### config.mk
export PLATFORM = sky130hd
export DESIGN_NAME = operand_fetch_flat
export DESIGN_NICKNAME = d
export VERILOG_FILES = /design/src/rtl/operand_fetch_if.sv /design/src/rtl/operand_fetch.sv /design/src/flat_wrapper.sv
export SDC_FILE = /design/constraint.sdc
export NUM_CORES = 1
export LEC_CHECK = 0
export BUFFER_PORTS_ARGS = -buffer_cell sky130_fd_sc_hd__buf_2
export CAP_MARGIN = 10
export CORE_AREA = 2 2 139 141
export CTS_CLUSTER_DIAMETER = 150
export DETAILED_ROUTE_END_ITERATION = 7
export DIE_AREA = 0 0 141 143
export GPL_TIMING_DRIVEN = 0
export PLACE_DENSITY = 0.8
export SYNTH_ARGS = -nofsm -noshare
export SYNTH_HDL_FRONTEND = slang
export SYNTH_SLANG_ARGS = --single-unit
export TNS_END_PERCENT = 100
### constraint.sdc
create_clock -name clk_i -period 7.8 [get_ports clk_i]
set_input_delay 1.95 -clock clk_i [delete_from_list [all_inputs] [get_ports clk_i]]
set_output_delay 1.95 -clock clk_i [all_outputs]
set_load 0.1 [all_outputs]
### src/rtl/operand_fetch_if.sv
// Decode/execute/register-file bus for the operand fetch stage.
// master = surrounding core, slave = the stage itself.
interface operand_fetch_if #(
    parameter int XLEN   = 32,
    parameter int SIDE_W = 64
);
    logic              ids_valid_i;
    logic              ids_ready_o;
    logic              ids_rs1_rd_i;
    logic [4:0]        ids_rs1_addr_i;
    logic              ids_rs2_rd_i;
    logic [4:0]        ids_rs2_addr_i;
    logic [SIDE_W-1:0] ids_side_i;
    logic              rreg_a_rd_o;
    logic [4:0]        rreg_a_addr_o;
    logic [XLEN-1:0]   rreg_a_data_i;
    logic              rreg_b_rd_o;
    logic [4:0]        rreg_b_addr_o;
    logic [XLEN-1:0]   rreg_b_data_i;
    logic              wreg_a_wr_i;
    logic [4:0]        wreg_a_addr_i;
    logic [XLEN-1:0]   wreg_a_data_i;
    logic              wreg_b_wr_i;
    logic [4:0]        wreg_b_addr_i;
    logic [XLEN-1:0]   wreg_b_data_i;
    logic              exs_valid_o;
    logic              exs_ready_i;
    logic [XLEN-1:0]   exs_rs1_data_o;
    logic [XLEN-1:0]   exs_rs2_data_o;
    logic [SIDE_W-1:0] exs_side_o;

    modport master (
        output ids_valid_i, ids_rs1_rd_i, ids_rs1_addr_i,
        output ids_rs2_rd_i, ids_rs2_addr_i, ids_side_i,
        output rreg_a_data_i, rreg_b_data_i,
        output wreg_a_wr_i, wreg_a_addr_i, wreg_a_data_i,
        output wreg_b_wr_i, wreg_b_addr_i, wreg_b_data_i,
        output exs_ready_i,
        input  ids_ready_o, rreg_a_rd_o, rreg_a_addr_o,
        input  rreg_b_rd_o, rreg_b_addr_o,
        input  exs_valid_o, exs_rs1_data_o, exs_rs2_data_o, exs_side_o
    );

    modport slave (
        input  ids_valid_i, ids_rs1_rd_i, ids_rs1_addr_i,
        input  ids_rs2_rd_i, ids_rs2_addr_i, ids_side_i,
        input  rreg_a_data_i, rreg_b_data_i,
        input  wreg_a_wr_i, wreg_a_addr_i, wreg_a_data_i,
        input  wreg_b_wr_i, wreg_b_addr_i, wreg_b_data_i,
        input  exs_ready_i,
        output ids_ready_o, rreg_a_rd_o, rreg_a_addr_o,
        output rreg_b_rd_o, rreg_b_addr_o,
        output exs_valid_o, exs_rs1_data_o, exs_rs2_data_o, exs_side_o
    );
endinterface

### src/rtl/operand_fetch.sv
// Decode->execute operand fetch stage: one slot, synchronous
// register-file read, bypass of writes the read cannot see.
module operand_fetch #(
    parameter int XLEN   = 32,
    parameter int SIDE_W = 64
) (
    input  logic             clk_i,
    input  logic             resetb_i,
    input  logic             clk_en_i,
    operand_fetch_if.slave   bus
);
    logic              r_valid;
    logic [SIDE_W-1:0] r_side;
    logic [4:0]        r_addr1;
    logic [4:0]        r_addr2;
    logic              r_use1;
    logic              r_use2;
    logic              r_ovr1;
    logic              r_ovr2;
    logic [XLEN-1:0]   r_odat1;
    logic [XLEN-1:0]   r_odat2;

    logic              w_ready;
    logic              w_accept;
    logic              w_consume;
    logic              w_hold;
    logic [4:0]        w_sel_addr1;
    logic [4:0]        w_sel_addr2;
    logic              w_sel_use1;
    logic              w_sel_use2;
    logic              w_hit_a1;
    logic              w_hit_b1;
    logic              w_hit_a2;
    logic              w_hit_b2;
    logic              w_hit1;
    logic              w_hit2;
    logic [XLEN-1:0]   w_wdat1;
    logic [XLEN-1:0]   w_wdat2;
    logic [XLEN-1:0]   w_rs1;
    logic [XLEN-1:0]   w_rs2;

    assign w_ready   = !r_valid | bus.exs_ready_i;
    assign w_accept  = bus.ids_valid_i & w_ready;
    assign w_consume = r_valid & bus.exs_ready_i;
    assign w_hold    = r_valid & !bus.exs_ready_i;

    // Snoop against the incoming request on accept, else the held slot.
    assign w_sel_addr1 = w_accept ? bus.ids_rs1_addr_i : r_addr1;
    assign w_sel_addr2 = w_accept ? bus.ids_rs2_addr_i : r_addr2;
    assign w_sel_use1  = w_accept ? bus.ids_rs1_rd_i   : r_use1;
    assign w_sel_use2  = w_accept ? bus.ids_rs2_rd_i   : r_use2;

    assign w_hit_a1 = bus.wreg_a_wr_i & (bus.wreg_a_addr_i == w_sel_addr1);
    assign w_hit_b1 = bus.wreg_b_wr_i & (bus.wreg_b_addr_i == w_sel_addr1);
    assign w_hit_a2 = bus.wreg_a_wr_i & (bus.wreg_a_addr_i == w_sel_addr2);
    assign w_hit_b2 = bus.wreg_b_wr_i & (bus.wreg_b_addr_i == w_sel_addr2);

    assign w_hit1 = w_sel_use1 & (|w_sel_addr1) & (w_hit_a1 | w_hit_b1);
    assign w_hit2 = w_sel_use2 & (|w_sel_addr2) & (w_hit_a2 | w_hit_b2);

    // Port b is the later writer, so it wins on a shared index.
    assign w_wdat1 = w_hit_b1 ? bus.wreg_b_data_i : bus.wreg_a_data_i;
    assign w_wdat2 = w_hit_b2 ? bus.wreg_b_data_i : bus.wreg_a_data_i;

    // Slot occupancy, sideband and operand descriptors.
    always_ff @(posedge clk_i or negedge resetb_i) begin
        if (!resetb_i) begin
            r_valid <= 1'b0;
            r_side  <= '0;
            r_addr1 <= '0;
            r_addr2 <= '0;
            r_use1  <= 1'b0;
            r_use2  <= 1'b0;
        end else if (clk_en_i) begin
            if (w_accept) begin
                r_valid <= 1'b1;
                r_side  <= bus.ids_side_i;
                r_addr1 <= bus.ids_rs1_addr_i;
                r_addr2 <= bus.ids_rs2_addr_i;
                r_use1  <= bus.ids_rs1_rd_i;
                r_use2  <= bus.ids_rs2_rd_i;
            end else if (w_consume) begin
                r_valid <= 1'b0;
            end
        end
    end

    // Override capture: fresh on accept, accumulated while held.
    always_ff @(posedge clk_i or negedge resetb_i) begin
        if (!resetb_i) begin
            r_ovr1  <= 1'b0;
            r_ovr2  <= 1'b0;
            r_odat1 <= '0;
            r_odat2 <= '0;
        end else if (clk_en_i) begin
            if (w_accept) begin
                r_ovr1 <= w_hit1;
                r_ovr2 <= w_hit2;
                if (w_hit1) r_odat1 <= w_wdat1;
                if (w_hit2) r_odat2 <= w_wdat2;
            end else if (w_hold) begin
                if (w_hit1) begin
                    r_ovr1  <= 1'b1;
                    r_odat1 <= w_wdat1;
                end
                if (w_hit2) begin
                    r_ovr2  <= 1'b1;
                    r_odat2 <= w_wdat2;
                end
            end
        end
    end

    // Operand select: unused or x0 reads zero, else bypass or file.
    always_comb begin
        w_rs1 = '0;
        w_rs2 = '0;
        if (r_use1 && r_addr1 != 5'd0)
            w_rs1 = r_ovr1 ? r_odat1 : bus.rreg_a_data_i;
        if (r_use2 && r_addr2 != 5'd0)
            w_rs2 = r_ovr2 ? r_odat2 : bus.rreg_b_data_i;
    end

    assign bus.ids_ready_o    = w_ready;
    assign bus.rreg_a_rd_o    = w_accept & bus.ids_rs1_rd_i;
    assign bus.rreg_a_addr_o  = bus.ids_rs1_addr_i;
    assign bus.rreg_b_rd_o    = w_accept & bus.ids_rs2_rd_i;
    assign bus.rreg_b_addr_o  = bus.ids_rs2_addr_i;
    assign bus.exs_valid_o    = r_valid;
    assign bus.exs_rs1_data_o = w_rs1;
    assign bus.exs_rs2_data_o = w_rs2;
    assign bus.exs_side_o     = r_side;
endmodule

### src/flat_wrapper.sv
// flat-port wrapper written by rule: the top's interface ports become plain ports
module operand_fetch_flat 
#(
    parameter int XLEN   = 32,
    parameter int SIDE_W = 64
)
  (clk_i, resetb_i, clk_en_i, bus_ids_valid_i, bus_ids_rs1_rd_i, bus_ids_rs1_addr_i, bus_ids_rs2_rd_i, bus_ids_rs2_addr_i, bus_ids_side_i, bus_rreg_a_data_i, bus_rreg_b_data_i, bus_wreg_a_wr_i, bus_wreg_a_addr_i, bus_wreg_a_data_i, bus_wreg_b_wr_i, bus_wreg_b_addr_i, bus_wreg_b_data_i, bus_exs_ready_i, bus_ids_ready_o, bus_rreg_a_rd_o, bus_rreg_a_addr_o, bus_rreg_b_rd_o, bus_rreg_b_addr_o, bus_exs_valid_o, bus_exs_rs1_data_o, bus_exs_rs2_data_o, bus_exs_side_o);
  operand_fetch_if #(.XLEN(XLEN), .SIDE_W(SIDE_W)) bus_i ();
  input  logic clk_i;
  input  logic resetb_i;
  input  logic clk_en_i;
  input wire logic [$bits(bus_i.ids_valid_i)-1:0] bus_ids_valid_i;
  input wire logic [$bits(bus_i.ids_rs1_rd_i)-1:0] bus_ids_rs1_rd_i;
  input wire logic [$bits(bus_i.ids_rs1_addr_i)-1:0] bus_ids_rs1_addr_i;
  input wire logic [$bits(bus_i.ids_rs2_rd_i)-1:0] bus_ids_rs2_rd_i;
  input wire logic [$bits(bus_i.ids_rs2_addr_i)-1:0] bus_ids_rs2_addr_i;
  input wire logic [$bits(bus_i.ids_side_i)-1:0] bus_ids_side_i;
  input wire logic [$bits(bus_i.rreg_a_data_i)-1:0] bus_rreg_a_data_i;
  input wire logic [$bits(bus_i.rreg_b_data_i)-1:0] bus_rreg_b_data_i;
  input wire logic [$bits(bus_i.wreg_a_wr_i)-1:0] bus_wreg_a_wr_i;
  input wire logic [$bits(bus_i.wreg_a_addr_i)-1:0] bus_wreg_a_addr_i;
  input wire logic [$bits(bus_i.wreg_a_data_i)-1:0] bus_wreg_a_data_i;
  input wire logic [$bits(bus_i.wreg_b_wr_i)-1:0] bus_wreg_b_wr_i;
  input wire logic [$bits(bus_i.wreg_b_addr_i)-1:0] bus_wreg_b_addr_i;
  input wire logic [$bits(bus_i.wreg_b_data_i)-1:0] bus_wreg_b_data_i;
  input wire logic [$bits(bus_i.exs_ready_i)-1:0] bus_exs_ready_i;
  output wire logic [$bits(bus_i.ids_ready_o)-1:0] bus_ids_ready_o;
  output wire logic [$bits(bus_i.rreg_a_rd_o)-1:0] bus_rreg_a_rd_o;
  output wire logic [$bits(bus_i.rreg_a_addr_o)-1:0] bus_rreg_a_addr_o;
  output wire logic [$bits(bus_i.rreg_b_rd_o)-1:0] bus_rreg_b_rd_o;
  output wire logic [$bits(bus_i.rreg_b_addr_o)-1:0] bus_rreg_b_addr_o;
  output wire logic [$bits(bus_i.exs_valid_o)-1:0] bus_exs_valid_o;
  output wire logic [$bits(bus_i.exs_rs1_data_o)-1:0] bus_exs_rs1_data_o;
  output wire logic [$bits(bus_i.exs_rs2_data_o)-1:0] bus_exs_rs2_data_o;
  output wire logic [$bits(bus_i.exs_side_o)-1:0] bus_exs_side_o;
  assign bus_i.ids_valid_i = bus_ids_valid_i;
  assign bus_i.ids_rs1_rd_i = bus_ids_rs1_rd_i;
  assign bus_i.ids_rs1_addr_i = bus_ids_rs1_addr_i;
  assign bus_i.ids_rs2_rd_i = bus_ids_rs2_rd_i;
  assign bus_i.ids_rs2_addr_i = bus_ids_rs2_addr_i;
  assign bus_i.ids_side_i = bus_ids_side_i;
  assign bus_i.rreg_a_data_i = bus_rreg_a_data_i;
  assign bus_i.rreg_b_data_i = bus_rreg_b_data_i;
  assign bus_i.wreg_a_wr_i = bus_wreg_a_wr_i;
  assign bus_i.wreg_a_addr_i = bus_wreg_a_addr_i;
  assign bus_i.wreg_a_data_i = bus_wreg_a_data_i;
  assign bus_i.wreg_b_wr_i = bus_wreg_b_wr_i;
  assign bus_i.wreg_b_addr_i = bus_wreg_b_addr_i;
  assign bus_i.wreg_b_data_i = bus_wreg_b_data_i;
  assign bus_i.exs_ready_i = bus_exs_ready_i;
  assign bus_ids_ready_o = bus_i.ids_ready_o;
  assign bus_rreg_a_rd_o = bus_i.rreg_a_rd_o;
  assign bus_rreg_a_addr_o = bus_i.rreg_a_addr_o;
  assign bus_rreg_b_rd_o = bus_i.rreg_b_rd_o;
  assign bus_rreg_b_addr_o = bus_i.rreg_b_addr_o;
  assign bus_exs_valid_o = bus_i.exs_valid_o;
  assign bus_exs_rs1_data_o = bus_i.exs_rs1_data_o;
  assign bus_exs_rs2_data_o = bus_i.exs_rs2_data_o;
  assign bus_exs_side_o = bus_i.exs_side_o;
  operand_fetch #(.XLEN(XLEN), .SIDE_W(SIDE_W)) u_core (.clk_i(clk_i), .resetb_i(resetb_i), .clk_en_i(clk_en_i), .bus(bus_i));
endmodule
# After elaboration in Yosys (flattened, before gate mapping)
# Index checks and enable logic that the tools add are counted.
totals:
  reg_bits: 143
  inputBits: 221
op_classes:
  n_eq_ne: 4
  muxes: 24
  n_bitwise: 16
  n_reduce_logical: 17
op_table:
  columns: ["op", "count"]
  rows:
  - ["$mux 32", 12]
  - ["$eq 5x5->1", 4]
  - ["$and 1x1->1", 13]
  - ["$mux 1", 10]
  - ["$mux 5", 2]
  - ["$reduce_bool 5->1", 2]
  - ["$reduce_or 5->1", 2]
  - ["$reduce_bool 2->1", 4]
  - ["$reduce_and 2->1", 3]
  - ["$reduce_and 3->1", 2]
  - ["$or 1x1->1", 3]
  - ["$logic_and 1x1->1", 2]
  - ["$logic_not 1->1", 2]

# Longest topological paths before layout
logic_depth:
  word_depth: 11
  mapped_depth: 12

# Least setup slack after synthesis
# Ideal clock, no wire load.
synth_path:
  path_kind: "input port to output port"
  from: "in bus_rreg_b_data_i[10]"
  to: "out bus_exs_rs2_data_o[10]"
  t_arrival_ps: 3271
  required_time_ps: 5850
  setup_slack_ps: 2579
  stages: 2
  path_buffers: 0
  cell_sequence: "mux2i_1 nor2_1"
synth_via:
  elab_chain_cells: 2
synth_lines:
  columns: ["element", "line_no", "source"]
  rows:
  - ["start, declared", "flat_wrapper.sv:19", "input wire logic [$bits(bus_i.rreg_b_data_i)-1:0] bus_rreg_b_data_i;"]
  - ["$mux 32", "operand_fetch.sv:121", "w_rs2 = r_ovr2 ? r_odat2 : bus.rreg_b_data_i;"]
  - ["$mux 32", "operand_fetch.sv:120", "if (r_use2 && r_addr2 != 5'd0)"]
  - ["end, declared", "flat_wrapper.sv:34", "output wire logic [$bits(bus_i.exs_rs2_data_o)-1:0] bus_exs_rs2_data_o;"]
# Every way passes these cells.

# Final worst setup path
layout_path:
  from: "in bus_ids_valid_i"
  to: "out bus_rreg_a_rd_o"
layout_via:
  elab_chain_cells: 2
layout_lines:
  columns: ["element", "line_no", "source"]
  rows:
  - ["start, declared", "flat_wrapper.sv:12", "input wire logic [$bits(bus_i.ids_valid_i)-1:0] bus_ids_valid_i;"]
  - ["$and 1x1->1", "operand_fetch.sv:43", "assign w_accept = bus.ids_valid_i & w_ready;"]
  - ["$and 1x1->1", "operand_fetch.sv:125", "assign bus.rreg_a_rd_o = w_accept & bus.ids_rs1_rd_i;"]
  - ["end, declared", "flat_wrapper.sv:28", "output wire logic [$bits(bus_i.rreg_a_rd_o)-1:0] bus_rreg_a_rd_o;"]
# Every way passes these cells.

==> impl_metrics.toml <==
[yosys]
synth_nets = 945
syn-cell-area_mm2 = 0.00789
seq_area_frac_synth_pct = 45.4
synth_cells = 724
async_flop_share_pct = 100
ys_seq_elements = 143
synth_edf_count = 0
synthMuxAreaShare_pct = 22.9
synth.top_cell.area_share_pct = 45.4
yosys-top-cells-count = "dfrtp_1, mux2i_1, nor2_1"
synthFlopType = "dfrtp_1"
synth.most_common_cell = "dfrtp_1"
synth.distinct_cells = 51
yosys.area_share.simple_pct = 13.3
synth_top_family_by_area = "multiplexers"
synthAdderAreaFrac_pct = 0
syn_avg_cell_area_um2 = 10.9
yosysTopAreaCell = "dfrtp_1"
synth-xor-area-share_pct = 1.56
netlist_top_cells_area = "dfrtp_1, mux2i_1, mux2_2"
ys_warn_count = 0
synth_compound_area_share_pct = 11.3

[cts]
cts.sink_count = 143
clk_pin_slew_ns = 0.06
cts_tree = "done"
clock_latency_ns = 0.42
h-tree-depth = 4
cts_buffer_depth = 2
hold_buffers = 0
cts_setup_buffers = 0
numCtsBuffers = 17
cts_root_buf = "clkbuf_16"
postCtsResizedCells = 0

[global_route]
top_usage_layer = "met2"
use_met2_pct = 45.9
grt_usage_pct = 25.8
grtUsageMet3_pct = 6.34
grt_max_degree = 80
grt_use_met1_pct = 30.8
grt_pass1_wl_um = 40200
grt_pass1_vias = 7450
antenna_found_initial = 1
grt-ovfl-total = 0

[die]
die_height_um = 143
pin_count = 363
initial_core_util_pct = 42.4
rows = 50
core-area_mm2 = 0.0186
dieArea_mm2 = 0.0202
dieWidth_um = 141

[power]
powerDensity_mw_per_mm2 = 331
vdd_drop_max_v = 0.000227
p_leak_nw = 5.24

[final_layout]
fin_util_pct = 57.2
drive_above_1_share_pct = 47.2
synthToLayoutAreaGrowth_pct = 34.7
nFillCells = 1616
finalNetCount = 1328
n_antenna_cell = 0

[place]
io_buffers = 362
place_congestion = 0.883
hpwlAfterDp_um = 20500

[timing]
slew_headroom_pct = 42.6
layout_worst_path_cycle_share_pct = 65.9
fmax_ghz = 0.194
rsz0062_at_grt = "no"
finalClockSkew_ns = 0.0169
post-route-min-period_ns = 5.14
tightest_slew_ns = 0.862
slew_violations = 0
finalHoldViolations = 0
final-setup-viol-count = 0
fin_setup_tns_ns = 0

[route]
drt_iter0_drc = 372
post_drt_wl_per_cell_um = 19.6
avgViaCountPerCell = 5.42
first_pass_iters = 5
vias = 7339
ant_nets = 0
drc = 0
wirelength_um = 26600

[setup_path]
crit_path_top_delay_cell = "buf_2"
crit_required_ns = 5.85
reg2regPathDepth = 10
end_kind = "output port"
critPathMostFrequentCell = "buf_2"
cpPeakStageDelay_ns = 0.44
crit_type = "input pin to output port"
crit_arrival_ns = 3.19
critPathLaunchType = "input pin"
worst-path-max-fanout = 10
cp_cell_sequence = "buf_2, clkbuf_1, and3_1, buf_2"

[min_path]
hp-class = "flip-flop to flip-flop"
hold_depth = 1

[run]
drv_cap = 0

[status]
run_status = "complete, no violations"
cell usage in the layout (no fill, tap or decap), drive strengths merged, types with 2 or more instances in the layout:
cell type / netlist / final
or3: 6 / 6
or4: 35 / 35
xnor2: 6 / 6
dfrtp: 143 / 143
a21oi: 8 / 8
o21ai: 14 / 14
o22ai: 5 / 5
inv: 25 / 34
a21boi: 3 / 3
a2bb2oi: 32 / 32
buf: 26 / 389
clkinv: 0 / 4
nor2: 85 / 85
clkbuf: 40 / 58
and3: 5 / 5
o221a: 19 / 19
a211oi: 14 / 14
or2: 19 / 19
nand3: 4 / 4
nand2: 14 / 14
xor2: 8 / 8
nor4: 15 / 15
nor3: 6 / 6
nand2b: 4 / 4
mux2i: 98 / 98
o2111ai: 2 / 2
a21o: 3 / 3
mux2: 73 / 73
flip-flops by register name, summed over array words and instances (netlist names):
register and cells:
u_core.bus.exs_side_o 64, u_core.r_odat1 32, u_core.r_odat2 32, u_core.r_addr1 5, u_core.r_addr2 5, u_core.bus.exs_valid_o 1, u_core.r_ovr1 1, u_core.r_ovr2 1
u_core.r_use1 1, u_core.r_use2 1
worst paths after layout:
path / slack [ns] / startpoint / to
hold / removal: 0.50 / u_core.bus.exs_side_o[27] / u_core.bus.exs_side_o[27]
hold reg to reg: 0.50 / u_core.bus.exs_side_o[27] / u_core.bus.exs_side_o[27]
min in group asynchronous: 1.51 / resetb_i / u_core.r_odat2[7]
max in group asynchronous: 5.46 / resetb_i / u_core.bus.exs_side_o[47]
setup reg to reg: 4.67 / u_core.bus.exs_valid_o / u_core.r_odat2[17]
setup / recovery: 2.66 / bus_ids_valid_i / bus_rreg_a_rd_o
metrics by stage:
stage / instance area (um2) / std cells / worst slack (ns) / hold WS (ns) / power, mW
after floorplan: 7890 / 724 / 2.58 / 0.464 / 2.34
after global placement: 9990 / 1320 / 2.67 / 0.482 / 2.66
after detailed placement: 10000 / 1321 / 2.69 / 0.485 / 2.69
after CTS: 10600 / 1353 / 2.69 / 0.502 / 3.53
after global routing: 10600 / 1354 / 2.61 / 0.510 / 3.65
final: 10600 / 1354 / 2.66 / 0.501 / 3.52
power by group:
group          internal [mW]  switching, mW
Clock                  0.458          0.375
Combinational          0.377           1.21
Sequential             0.952          0.138
Total                   1.79           1.73
worst max-delay path: cells and delay by family:
family                 cells  cell delay, ns
buffers and inverters      3            0.96
AND/OR/NAND/NOR            1            0.28
cell families after synthesis:
logic type | after synthesis
and+or+nand+nor | 197
muxes | 171
DFF | 143
AOI/OAI and AO/OA | 108
buffers and inverters | 91
xor gates and xnor gates | 14
layout make-up:
cell class | instances | area [um2] | share of cell area (%)
buffer | 66 | 344 | 3.24
tap | 234 | 293 | 2.76
multi-input combinational | 490 | 3870 | 36.4
sequential | 143 | 3580 | 33.7
clock inverter | 15 | 168 | 1.58
timing repair buffer | 364 | 1850 | 17.4
clock buffer | 17 | 425 | 4.00
inverter | 25 | 96.3 | 0.907
routing by layer:
metal | vias up | share of wire, % | wire, um
met5 | - | 0 | 0
met4 | 0 | 2.1 | 546
met3 | 39 | 7.6 | 2030
met2 | 368 | 51 | 13500
met1 | 3529 | 39 | 10500
li1 | 3403 | - | -
(Power assumes the default switching activity.)
